### src/rtl/spi_regfile_rw.sv
// SPI slave register file with write and read-back, all logic in the clk domain.
// Frame: {rw, addr[ADDR_W], data[DATA_W]}, MSB first, SPI mode 0. Writes commit
// on the nCS rising edge; reads stream reg[addr] on CIPO during the data field.
module spi_regfile_rw #(
  parameter int                NUM_REGS  = 8,
  parameter int                ADDR_W    = 7,
  parameter int                DATA_W    = 8,
  parameter logic [DATA_W-1:0] RESET_VAL = '0
) (
  input  logic                       clk,
  input  logic                       rst_n,
  input  logic                       SCLK,
  input  logic                       COPI,
  input  logic                       nCS,
  output logic                       CIPO,
  output logic                       cipo_oe,
  output logic [NUM_REGS*DATA_W-1:0] regs_out,
  output logic                       wr_strobe,
  output logic [ADDR_W-1:0]          wr_addr,
  output logic                       frame_err
);

  localparam int FRAME_LEN = 1 + ADDR_W + DATA_W;
  localparam int CNT_W     = $clog2(FRAME_LEN + 1);
  localparam logic [CNT_W-1:0] FRAME_CNT = CNT_W'(FRAME_LEN);
  localparam logic [CNT_W-1:0] HDR_CNT   = CNT_W'(1 + ADDR_W);

  typedef enum logic [1:0] {IDLE, ACTIVE, DRAIN} state_t;

  // [0],[1] = 2-FF synchroniser, [2] = previous synced value for edge detect
  logic [2:0] sclk_q, ncs_q;
  logic [1:0] copi_q;
  // Fills with ones after reset; keeps DRAIN from trusting the reset-loaded nCS=1
  logic [1:0] fill_q;

  state_t                  state_q;
  logic [CNT_W-1:0]        cnt_q, cnt_d;
  logic [FRAME_LEN-1:0]    shreg_q, shreg_d;
  logic [DATA_W-1:0]       out_sh_q;
  logic                    rd_q;
  logic                    cipo_q, strobe_q, ferr_q;
  logic [ADDR_W-1:0]       waddr_q;
  logic [DATA_W-1:0]       regs_q [NUM_REGS];

  logic              sclk_rise, sclk_fall, ncs_rise;
  logic              fr_rw, hdr_rw;
  logic [ADDR_W-1:0] fr_addr, hdr_addr;
  logic [DATA_W-1:0] fr_data, rd_word;

  function automatic logic in_range(input logic [ADDR_W-1:0] a);
    return ({1'b0, a} < (ADDR_W+1)'(NUM_REGS));
  endfunction

  // Input synchronisers; reset to the idle bus state (nCS high, SCLK low)
  always_ff @(posedge clk) begin
    if (!rst_n) begin
      sclk_q <= '0;
      ncs_q  <= '1;
      copi_q <= '0;
      fill_q <= '0;
    end else begin
      sclk_q <= {sclk_q[1:0], SCLK};
      ncs_q  <= {ncs_q[1:0], nCS};
      copi_q <= {copi_q[0], COPI};
      fill_q <= {fill_q[0], 1'b1};
    end
  end

  assign sclk_rise = sclk_q[1] & ~sclk_q[2];
  assign sclk_fall = ~sclk_q[1] & sclk_q[2];
  assign ncs_rise  = ncs_q[1] & ~ncs_q[2];

  assign shreg_d  = {shreg_q[FRAME_LEN-2:0], copi_q[1]};
  assign cnt_d    = cnt_q + CNT_W'(1);
  // Completed frame fields
  assign fr_rw    = shreg_q[FRAME_LEN-1];
  assign fr_addr  = shreg_q[DATA_W +: ADDR_W];
  assign fr_data  = shreg_q[DATA_W-1:0];
  // Header fields as they stand once the address field has just completed
  assign hdr_rw   = shreg_d[ADDR_W];
  assign hdr_addr = shreg_d[ADDR_W-1:0];

  // Read mux for the addressed register
  always_comb begin
    rd_word = '0;
    for (int i = 0; i < NUM_REGS; i++)
      if (hdr_addr == ADDR_W'(i)) rd_word = regs_q[i];
  end

  // Frame FSM, shifters, register file and registered outputs
  always_ff @(posedge clk) begin
    if (!rst_n) begin
      state_q  <= DRAIN;
      cnt_q    <= '0;
      shreg_q  <= '0;
      out_sh_q <= '0;
      rd_q     <= 1'b0;
      cipo_q   <= 1'b0;
      strobe_q <= 1'b0;
      ferr_q   <= 1'b0;
      waddr_q  <= '0;
      for (int i = 0; i < NUM_REGS; i++) regs_q[i] <= RESET_VAL;
    end else begin
      strobe_q <= 1'b0;
      ferr_q   <= 1'b0;
      case (state_q)
        IDLE: begin
          cipo_q <= 1'b0;
          rd_q   <= 1'b0;
          if (!ncs_q[1]) begin
            cnt_q   <= '0;
            shreg_q <= '0;
            state_q <= ACTIVE;
          end
        end
        ACTIVE: begin
          // nCS rise wins over any SCLK edge seen in the same cycle
          if (ncs_rise) begin
            state_q <= IDLE;
            cipo_q  <= 1'b0;
            rd_q    <= 1'b0;
            if (cnt_q == FRAME_CNT) begin
              if (fr_rw && in_range(fr_addr)) begin
                for (int i = 0; i < NUM_REGS; i++)
                  if (fr_addr == ADDR_W'(i)) regs_q[i] <= fr_data;
                waddr_q  <= fr_addr;
                strobe_q <= 1'b1;
              end
            end else if (cnt_q != '0) begin
              ferr_q <= 1'b1;
            end
          end else if (sclk_rise) begin
            if (cnt_q == FRAME_CNT) begin
              // Overrun: discard the rest of the frame
              ferr_q  <= 1'b1;
              cipo_q  <= 1'b0;
              rd_q    <= 1'b0;
              state_q <= DRAIN;
            end else begin
              shreg_q <= shreg_d;
              cnt_q   <= cnt_d;
              if (cnt_d == HDR_CNT && !hdr_rw) begin
                out_sh_q <= in_range(hdr_addr) ? rd_word : '0;
                rd_q     <= 1'b1;
              end
            end
          end else if (sclk_fall && rd_q) begin
            cipo_q   <= out_sh_q[DATA_W-1];
            out_sh_q <= out_sh_q << 1;
          end
        end
        DRAIN: begin
          cipo_q <= 1'b0;
          rd_q   <= 1'b0;
          if (ncs_q[1] && fill_q[1]) state_q <= IDLE;
        end
        default: state_q <= DRAIN;
      endcase
    end
  end

  for (genvar g = 0; g < NUM_REGS; g++) begin : g_out
    assign regs_out[g*DATA_W +: DATA_W] = regs_q[g];
  end

  assign CIPO      = cipo_q;
  assign cipo_oe   = ~ncs_q[1];
  assign wr_strobe = strobe_q;
  assign wr_addr   = waddr_q;
  assign frame_err = ferr_q;

endmodule

### config.mk
export PLATFORM = sky130hd
export DESIGN_NAME = spi_regfile_rw
export DESIGN_NICKNAME = d
export VERILOG_FILES = /design/src/rtl/spi_regfile_rw.sv
export SDC_FILE = /design/constraint.sdc
export NUM_CORES = 1
export LEC_CHECK = 0
export CAP_MARGIN = 20
export CELL_PAD_IN_SITES_DETAIL_PLACEMENT = 1
export CELL_PAD_IN_SITES_GLOBAL_PLACEMENT = 2
export CORE_ASPECT_RATIO = 1.2
export CORE_UTILIZATION = 34
export DETAILED_ROUTE_END_ITERATION = 12
export GPL_TIMING_DRIVEN = 0
export PLACE_DENSITY_LB_ADDON = 0.1
export SLEW_MARGIN = 5
export SYNTH_ARGS = -nofsm -noshare
export SYNTH_HDL_FRONTEND = slang
export SYNTH_SLANG_ARGS = --single-unit
### constraint.sdc
create_clock -name clk -period 2.58 [get_ports clk]
set_input_delay 0.258 -clock clk [delete_from_list [all_inputs] [get_ports clk]]
set_output_delay 0.258 -clock clk [all_outputs]
set_load 0.05 [all_outputs]
==> impl_metrics.py, run 1 <==
metrics = {
    "outcome": {
        "status": "finished clean",
    },
    "final_layout": {
        "multi_input_area_um2": 1960,
        "seq_area_um2": 2960,
        "fillers": 1570,
        "num_antenna_cells": 0,
        "drive_gt1_frac": 0.129,
        "final_core_util": 0.467,
        "fin_cells": 755,
        "final_nets": 575,
        "area_delta_synth_final_pct": 33.4,
    },
    "yosys": {
        "ys_ff_latch": 116,
        "ys_top_cells_by_area": "edfxtp_1 38%, dfxtp_1 21%, nor2_1 5.3%, mux2i_1 5.0%, nand2_1 3.6%",
        "synth_edf_count": 64,
        "async_flop_share": 0,
        "netlist_top_cells_count": "71 x nor2_1, 64 x edfxtp_1, 52 x dfxtp_1",
        "synth.top_cell.area_share": 0.381,
        "synth_ff_type": "edfxtp_1",
        "yosysMostFrequentCell": "nor2_1",
        "netlist_area_um2": 5040,
        "seq_area_frac_synth": 0.587,
        "syn_inst": 468,
        "synthesis.nets": 476,
        "avgSynthCellArea_um2": 10.8,
        "ys_types": 56,
        "yosys.area.top_type": "edfxtp_1",
        "yosys_warnings": 0,
    },
    "routing": {
        "drc": 0,
        "vias": 4059,
        "routed_via_density": 5.38,
        "drt_iter0_drc": 195,
        "ant_nets": 0,
        "first_pass_iters": 4,
        "finalWirelength_um": 16200,
        "wire_per_inst_um": 21.4,
    },
    "sta": {
        "final-setup-viol-count": 0,
        "period_share": 0.942,
        "finalHoldViolCount": 0,
        "rsz0062_at_grt": "no",
        "slew_viol_final": 0,
        "fmax_mhz": 411,
        "fin_ws_ps": 149,
        "tightest_slew_ps": 751,
        "maxSlewHeadroom": 0.499,
        "finalCriticalPeriod_ps": 2430,
        "fin_tns_setup_ps": 0,
        "timing.hold.ws_ps": 321,
        "skew_ps": 10.1,
    },
    "setup_path": {
        "cp.arrival_ps": 2540,
        "cp-start-kind": "flip-flop",
        "cp_cell_sequence": "inv_1 > ha_1 > and4bb_2 > nand4_1 > buf_6 > or4_4 > buf_6 > nand2_4",
        "required_ps": 2690,
        "cpMostUsedCell": "buf_6",
        "cp_slowest_stage_delay_ps": 410,
        "worstSetupPathType": "flip-flop to flip-flop",
        "crit_fanout": 10,
        "end_kind": "flip-flop",
        "slowest_stage": "or4_4",
        "r2r_setup_slack_ps": 150,
    },
    "global_routing": {
        "grt_usage": 0.222,
        "overflow": 0,
        "grt_pass1_wl_um": 24600,
        "grt_max_degree": 17,
        "grt_pass1_vias": 4242,
        "antenna_found_initial": 0,
    },
    "die": {
        "start_util": 0.350,
        "rows": 48,
        "dieArea_um2": 15300,
        "dieHeight_um": 135,
        "io_pins": 80,
        "chipWidth_um": 113,
        "coreArea_um2": 14400,
    },
    "clocking": {
        "h-tree-depth": 4,
        "clk_latency_ps": 420,
        "clk_root_buffer_cell": "clkbuf_16",
        "post_cts_buffers": 0,
        "cts.clk_slew.worst_paths_ps": 50,
        "cts_hold_buf": 0,
        "cts_buffers": 17,
        "cts_tree": "yes",
        "clockBufferDepth": 2,
        "cts_sinks": 116,
        "postCtsResizedCells": 9,
    },
    "job": {
        "maxCapViolations": 0,
    },
    "placement": {
        "io_buffers": 79,
        "dp.cells": 724,
        "gp_congestion": 0.784,
        "pre_cts_slack_ps": -537,
        "hpwl_um": 11600,
    },
    "power_and_ir_drop": {
        "leakagePower_nw": 2.41,
        "powerDensity_nw_per_um2": 709,
        "vdd.ir_drop.worst_mv": 0.438,
    },
    "worst_hold_path": {
        "hp-class": "input pin to flip-flop",
    },
}
-- registers in the layout, summed over array words and instances, names as in the netlist, 2 cells and up --
register,flops
cnt_q,5
copi_q,2
fill_q,2
ncs_q,3
out_sh_q,8
regs_q,64
sclk_q,3
shreg_q,16
state_q,2
wr_addr,7
-- metal layers --
metal | vias up | routed length (um) | global-route usage
li1 | 1889 | - | -
met1 | 2049 | 7160 | 0.282
met2 | 100 | 8010 | 0.370
met3 | 21 | 791 | 0.0523
met4 | 0 | 221 | 0.0775
met5 | - | 0 | 0
-- path summary, 6_finish.rpt --
| check | endpoint | from | cells after the start |
|---|---|---|---|
| hold / removal | fill_q[0] | rst_n | 1 |
| setup reg to reg | regs_q[0][1] | cnt_q[0] | 8 |
| hold reg to reg | ncs_q[1] | ncs_q[0] | 1 |
| setup / recovery | regs_q[0][1] | cnt_q[0] | 8 |
-- cells in the final DEF (no fill, tap or decap), drive strengths merged, types with 3 or more instances in the layout --
cell	instances
clkdlybuf4s50	79
nor2	73
edfxtp	64
dfxtp	52
nand2	48
clkbuf	34
a21oi	31
mux2i	25
nand3	23
buf	16
o21ai	13
inv	12
clkinv	9
nand2b	8
and2	8
a311oi	7
nand3b	6
and3	6
nand4	5
a22oi	5
o2111ai	5
nor2b	4
a31oi	4
mux4	4
nor3	3
ha	3
bufinv	3
-- critical path: cells and delay by family (launching register included) --
kind          cells  cell delay [ps]
fa+ha+maj         1              210
simple gates      4             1060
flops             1              380
buf+inv           3              470
-- stage by stage --
stage	cell area, um2	total power, W
floorplan	5040	0.00233
global placement	6050	0.00248
detailed placement	6070	0.00249
CTS	6670	0.00481
global route	6730	0.00490
finish	6730	0.00477
-- power breakdown --
group | switching, W | internal [W]
clock network | 0.000825 | 0.00149
registers | 0.0000366 | 0.00200
logic | 0.000288 | 0.000125
total | 0.00115 | 0.00362
-- logic make-up (layout without fill, tap and decap cells) --
family	after synthesis	count (layout)	synth area share
and+or+nand+nor	198	198	0.193
DFF	116	116	0.587
AOI/OAI and AO/OA	78	78	0.101
buffers and inverters	43	155	0.0407
muxes	30	30	0.0697
adders and majority gates	3	3	0.00744
-- final cells by class --
class / instances / share of cell area
timing repair buffer: 81 / 0.120
tap: 175 / 0.0325
clock buffer: 19 / 0.0643
clock inverter: 13 / 0.0208
sequential: 116 / 0.440
buffer: 29 / 0.0231
multi-input combinational: 309 / 0.292
inverter: 13 / 0.00725
(Power assumes the default switching activity.)
==> run 2, diff against run 1 <==
--- a/config.mk
+++ b/config.mk
@@ -10,5 +10,5 @@
 export CELL_PAD_IN_SITES_GLOBAL_PLACEMENT = 2
 export CORE_ASPECT_RATIO = 1.2
-export CORE_UTILIZATION = 34
+export CORE_UTILIZATION = 31
 export DETAILED_ROUTE_END_ITERATION = 12
 export GPL_TIMING_DRIVEN = 0
==> constraint.sdc (replaced) <==
create_clock -name clk -period 2.15 [get_ports clk]
set_input_delay 0.215 -clock clk [delete_from_list [all_inputs] [get_ports clk]]
set_output_delay 0.215 -clock clk [all_outputs]
set_load 0.01 [all_outputs]
==> run 2 against run 1 <==
Setup slack got worse by 130 ps. Sequential power grew 20%. Power up 20%. Largest cell class unchanged. Largest power group unchanged.
==> impl_metrics.py, run 2 (synthesis results as in run 1) <==
metrics = {
    "setup_path": {
        "cp.arrival_ps": 2250,
        "worstSetupPathType": "flip-flop to flip-flop",
        "crit_fanout": 9,
        "r2r_cells": 9,
        "worstReg2RegEnd": "regs_q[1][6]",
        "required_ps": 2270,
        "cp-start-kind": "flip-flop",
        "cp_slowest_stage_delay_ps": 340,
        "slowest_stage": "dfxtp_4",
        "cp_top_family": "simple AND/OR/NAND/NOR gates",
        "r2r-start": "cnt_q[1]",
        "cp_cell_sequence": "inv_2 > ha_4 > and4bb_2 > nand4_1 > buf_4 > nor3b_4 > nand2b_1 > buf_6 > nand2_8",
        "r2r_setup_slack_ps": 20,
        "cp.buffers_inverters": 3,
        "end_kind": "flip-flop",
    },
    "clocking": {
        "cts_buffers": 17,
        "cts_hold_buf": 0,
        "clockBufferDepth": 2,
        "cts_sinks": 116,
        "cts.clk_slew.worst_paths_ps": 50,
        "clk_latency_ps": 410,
        "h-tree-depth": 4,
        "cts_tree": "yes",
        "clk_root_buffer_cell": "clkbuf_16",
    },
    "worst_hold_path": {
        "whs_path_depth": 2,
        "hp-class": "input pin to flip-flop",
        "hold_start": "nCS",
        "min_delay_worst_endpoint": "ncs_q[0]",
    },
    "sta": {
        "slew_viol_final": 0,
        "final-setup-viol-count": 0,
        "tightest_slew_ps": 697,
        "maxSlewHeadroom": 0.535,
        "period_share": 0.993,
        "timing.hold.ws_ps": 359,
        "skew_ps": 7.49,
        "fmax_mhz": 468,
        "fin_ws_ps": 15.5,
        "finalHoldViolCount": 0,
        "rsz0062_at_grt": "yes",
        "finalCriticalPeriod_ps": 2130,
        "fin_tns_setup_ps": 0,
    },
    "final_layout": {
        "final_cell_mix": "79 x clkdlybuf4s50_1, 69 x nor2_1, 64 x edfxtp_1, 49 x dfxtp_1, 41 x nand2_1",
        "area_delta_synth_final_pct": 40.5,
        "largest-register": "regs_q",
        "largestRegisters": "regs_q x64, shreg_q x16, out_sh_q x8",
        "final_common_cell": "clkdlybuf4s50_1",
        "fillers": 1747,
        "final_nets": 587,
        "num_antenna_cells": 0,
        "drive_gt1_frac": 0.176,
        "largest_register_ffs": 64,
    },
    "placement": {
        "io_buffers": 79,
        "pre_cts_slack_ps": -942,
        "hpwl_um": 12000,
        "gp_congestion": 0.790,
    },
    "die": {
        "io_pins": 80,
        "chipWidth_um": 118,
        "dieHeight_um": 142,
        "coreArea_um2": 15800,
        "rows": 50,
        "start_util": 0.320,
        "dieArea_um2": 16800,
    },
    "routing": {
        "drc": 0,
        "ant_nets": 0,
        "drt_iter0_drc": 166,
        "vias": 4138,
        "routed_via_density": 5.17,
        "first_pass_iters": 5,
        "finalWirelength_um": 17100,
        "wire_per_inst_um": 21.3,
    },
    "power_and_ir_drop": {
        "power_w": 0.00574,
        "vdd.ir_drop.worst_mv": 0.545,
        "powerDensity_nw_per_um2": 810,
        "leakagePower_nw": 2.57,
    },
    "outcome": {
        "status": "finished clean",
    },
    "global_routing": {
        "grt_pass1_vias": 4329,
        "grt_usage": 0.209,
        "grt_max_degree": 17,
        "grt_pass1_wl_um": 25800,
        "overflow": 0,
        "antenna_found_initial": 0,
    },
    "job": {
        "maxCapViolations": 0,
    },
}
-- run 2: worst max path at each step --
stage               startpoint       endpoint  slack, ps  cells after the start
floorplan             cnt_q[0]   regs_q[0][0]         30                      8
global route          cnt_q[0]   regs_q[1][0]        -70                      9
CTS                   cnt_q[0]   regs_q[0][1]        -20                      8
finish                cnt_q[1]   regs_q[1][6]         20                      9
global placement         rst_n  regs_q[1][20]      -1280                      5
detailed placement       rst_n   regs_q[1][3]       -940                      5
-- run 2: worst reg2reg max path: stages, from the launching register on --
cell and delay (ps):
dfxtp_4 340, inv_2 60, ha_4 140, and4bb_2 260, nand4_1 160, buf_4 200
nor3b_4 260, nand2b_1 110, buf_6 170, nand2_8 130
-- run 2: repair_timing --
action	CTS	global route
gates resized for setup	40	17
pin swaps	2	2
setup buffers	7	6
endpoints found under the setup margin	134	84
gates cloned	0	0
-- run 2: area by class of cell --
type,count,area (um2),share of cell area
plain buffers,28,161,0.0228
clock inverters,6,85.1,0.0120
clock buffers,26,542,0.0765
well taps,208,260,0.0367
repair buffers,94,941,0.133
multi-input cells,309,2080,0.293
inverters,13,48.8,0.00689
flip-flops and latches,116,2970,0.419
-- run 2: power by group --
part / total [W] / switching (W) / internal (W)
logic: 0.000332 / 0.000176 / 0.000157
registers: 0.00245 / 0.0000457 / 0.00240
clock network: 0.00296 / 0.000990 / 0.00197
total: 0.00574 / 0.00121 / 0.00452
-- run 2: metal layers --
layer  up-vias  GRT usage  part of all wire
met5         -          0                 0
met4         0     0.0733             0.015
met3        15     0.0406             0.051
met2       108      0.354              0.49
met1      2096      0.267              0.44
li1       1919          -                 -
-- run 2: stage by stage --
stage	cells	cell area [um2]	utilization
2_1_floorplan	468	5050	-
3_3_place_gp	755	6100	0.387
3_5_place_dp	757	6110	0.388
4_1_cts	796	6970	0.442
5_1_grt	800	7090	0.449
6_report	800	7090	0.449
==> run 3, diff against run 2 <==
Settings changed: CAP_MARGIN 20 to 15.
==> results of run 3 <==
Same layout as run 2: the final DEF is identical, and so are final timing and power.
==> variant (settings of run 3) <==
Encoding of `state_t`: now one-hot (3 bits for 3 states).
--- a/src/rtl/spi_regfile_rw.sv
+++ b/src/rtl/spi_regfile_rw.sv
@@ -26,5 +26,5 @@
   localparam logic [CNT_W-1:0] HDR_CNT   = CNT_W'(1 + ADDR_W);
 
-  typedef enum logic [1:0] {IDLE, ACTIVE, DRAIN} state_t;
+  typedef enum logic [2:0] {IDLE = 3'b001, ACTIVE = 3'b010, DRAIN = 3'b100} state_t;
 
   // [0],[1] = 2-FF synchroniser, [2] = previous synced value for edge detect
Function: no difference found for any inputs over 10 cycles, from zero or initial values and one cycle with rst_n low; not proved beyond that.
==> variant against run 3 <==
- setup slack gained 0.067 ns
- final cell count is 6.9% higher
- non-clock buffer count is 7 higher
- wire length is 2.1% higher
- area after synthesis rose by 6.6%
- final area grew 3.3%
- fmax grew 3.2%
- sequential cell count up 1
- critical path type unchanged
- largest cell class unchanged
Power is not compared: it rests on default switching activity, and its combinational part moved more than twofold at a synthesized area within 25%.
==> variant: results (changes against run 3) <==
| Metric | Value |
|---|---|
| Outcome | completed |
| Placement Cell Area | 0.00644 mm² (+5.4%) |
| Nets | 634 (+8.0%) |
| Clock-cell share of area | 0.0846 (-0.00385) |
| Layout cells sized above 1 | 0.136 (-0.0395) |
| Post-synthesis register bit count | 117 (+0.86%) |
| First-pass GRT wire length | 27.2 mm (+5.1%) |
| WP data arrival | 2.32 ns (+0.07 ns) |
| Sequential share of the synthesized area | 0.555 (-0.0328) |
| Signal buffers | 129 (+5.7%) |
| Total Routing Usage GR | 0.208 (-0.00130) |
| Post-synth net total | 525 (+10%) |
| Clock Skews | 0.00808 ns (+0.000590 ns) |
| Post-CTS sizing | 29 (-28%) |
| Pre-antenna DRT Iters | 4 (-1) |
| Worst Hold Path Cells | 1 (-1) |
| GR met1 Demand/Resource | 0.262 (-0.00495) |
| Sequential cell area | 0.00299 mm² (+0.46%) |
| CP startpoint | state_q[0]$_SDFFE_PN0P_ |
| Syn_area_per_cell | 10.4 µm² (-3.5%) |
| Post-Place Cells | 813 (+7.4%) |
| WL/cell | 20.4 µm (-4.5%) |
| Vias in the first global route | 4,543 (+4.9%) |
| Initial drt markers | 251 (+51%) |
| Via-to-Cell Ratio | 5.13 (-0.92%) |
| Setup bufs post-CTS | 6 (-1) |
| Multi-input gates | 350 (+13%) |
| FF-to-FF setup slack | 0.08 ns (+0.07 ns) |
| Final HPWL DP | 12.6 mm (+5.6%) |
| Number of flops mapped to enable cells by yosys | 64 (unchanged) |
| Filler cells | 1,896 (+8.5%) |
| Signal buffers share of area | 0.151 (-0.00480) |
| Complex-gate fraction of the synthesized area | 0.123 (+0.0214) |
| Crit path to | regs_q[0][28]$_SDFFCE_PN0P_ |
| Met2 Track Usage GR | 0.358 (+0.00402) |
| Post-synthesis adder-cell area fraction | 0.00698 (-0.000462) |
| Vias | 4,382 (+5.9%) |
| Wire length on met1 | 7.51 mm (about the same) |
| Slowest stage delay, CP | 0.32 ns (-0.02 ns) |
| DR WL met3 | 600 µm (-32%) |
| Slowest stage cell, crit path | nor3b_4 |
| Slew HR | 0.545 (+0.00922) |
| Clock buf count | 19 (-27%) |
| Area contributors post-synth | edfxtp_1 (36%), dfxtp_1 (20%), nor2_1 (3.6%), nand3_1 (3.5%), nand2_1 (3.4%) |
| Post-synthesis mux area share | 0.0377 (-0.0320) |
| Post-Synth XOR/XNOR Area | 0.00651 (+0.00651) |
| Synth unique cells | 54 (-3.6%) |
| Hold path endpoint | fill_q[0]$_DFF_P_ |
| Rows | 52 (+4.0%) |
variant: cell count changes after synthesis, moves of 8 or more:
cell,change
nor2b_1,+8
nand3_1,+16
nor2_1,-20
nor3_1,+9
o211ai_1,+13
a21boi_0,+11
a21oi_1,-14
o21ai_0,+10
variant: power breakdown:
group          switching [mW]  internal, mW  leakage, nW
logic                   0.370         0.309         1.22
registers              0.0621          2.45         1.04
clock network           0.979          2.03        0.307
variant: stage by stage:
step	hold WS, ns	utilization	power (mW)	setup slack [ns]
after floorplan	0.243	-	2.95	-0.0733
after CTS	0.328	0.429	6.26	0.000744
after global routing	0.348	0.433	6.42	-0.00360
final	0.334	0.433	6.20	0.0823
after global placement	0.402	0.381	3.22	-0.856
after detailed placement	0.406	0.381	3.23	-0.581
variant: cell families (layout without fill, tap and decap cells):
logic type      count (synthesis)  in the layout
simple gates                  224            224
flops                         117            117
compound gates                100            100
buf+inv                        50            172
mux                            19             19
xor+xnor                        4              4
fa+ha+maj                       3              3
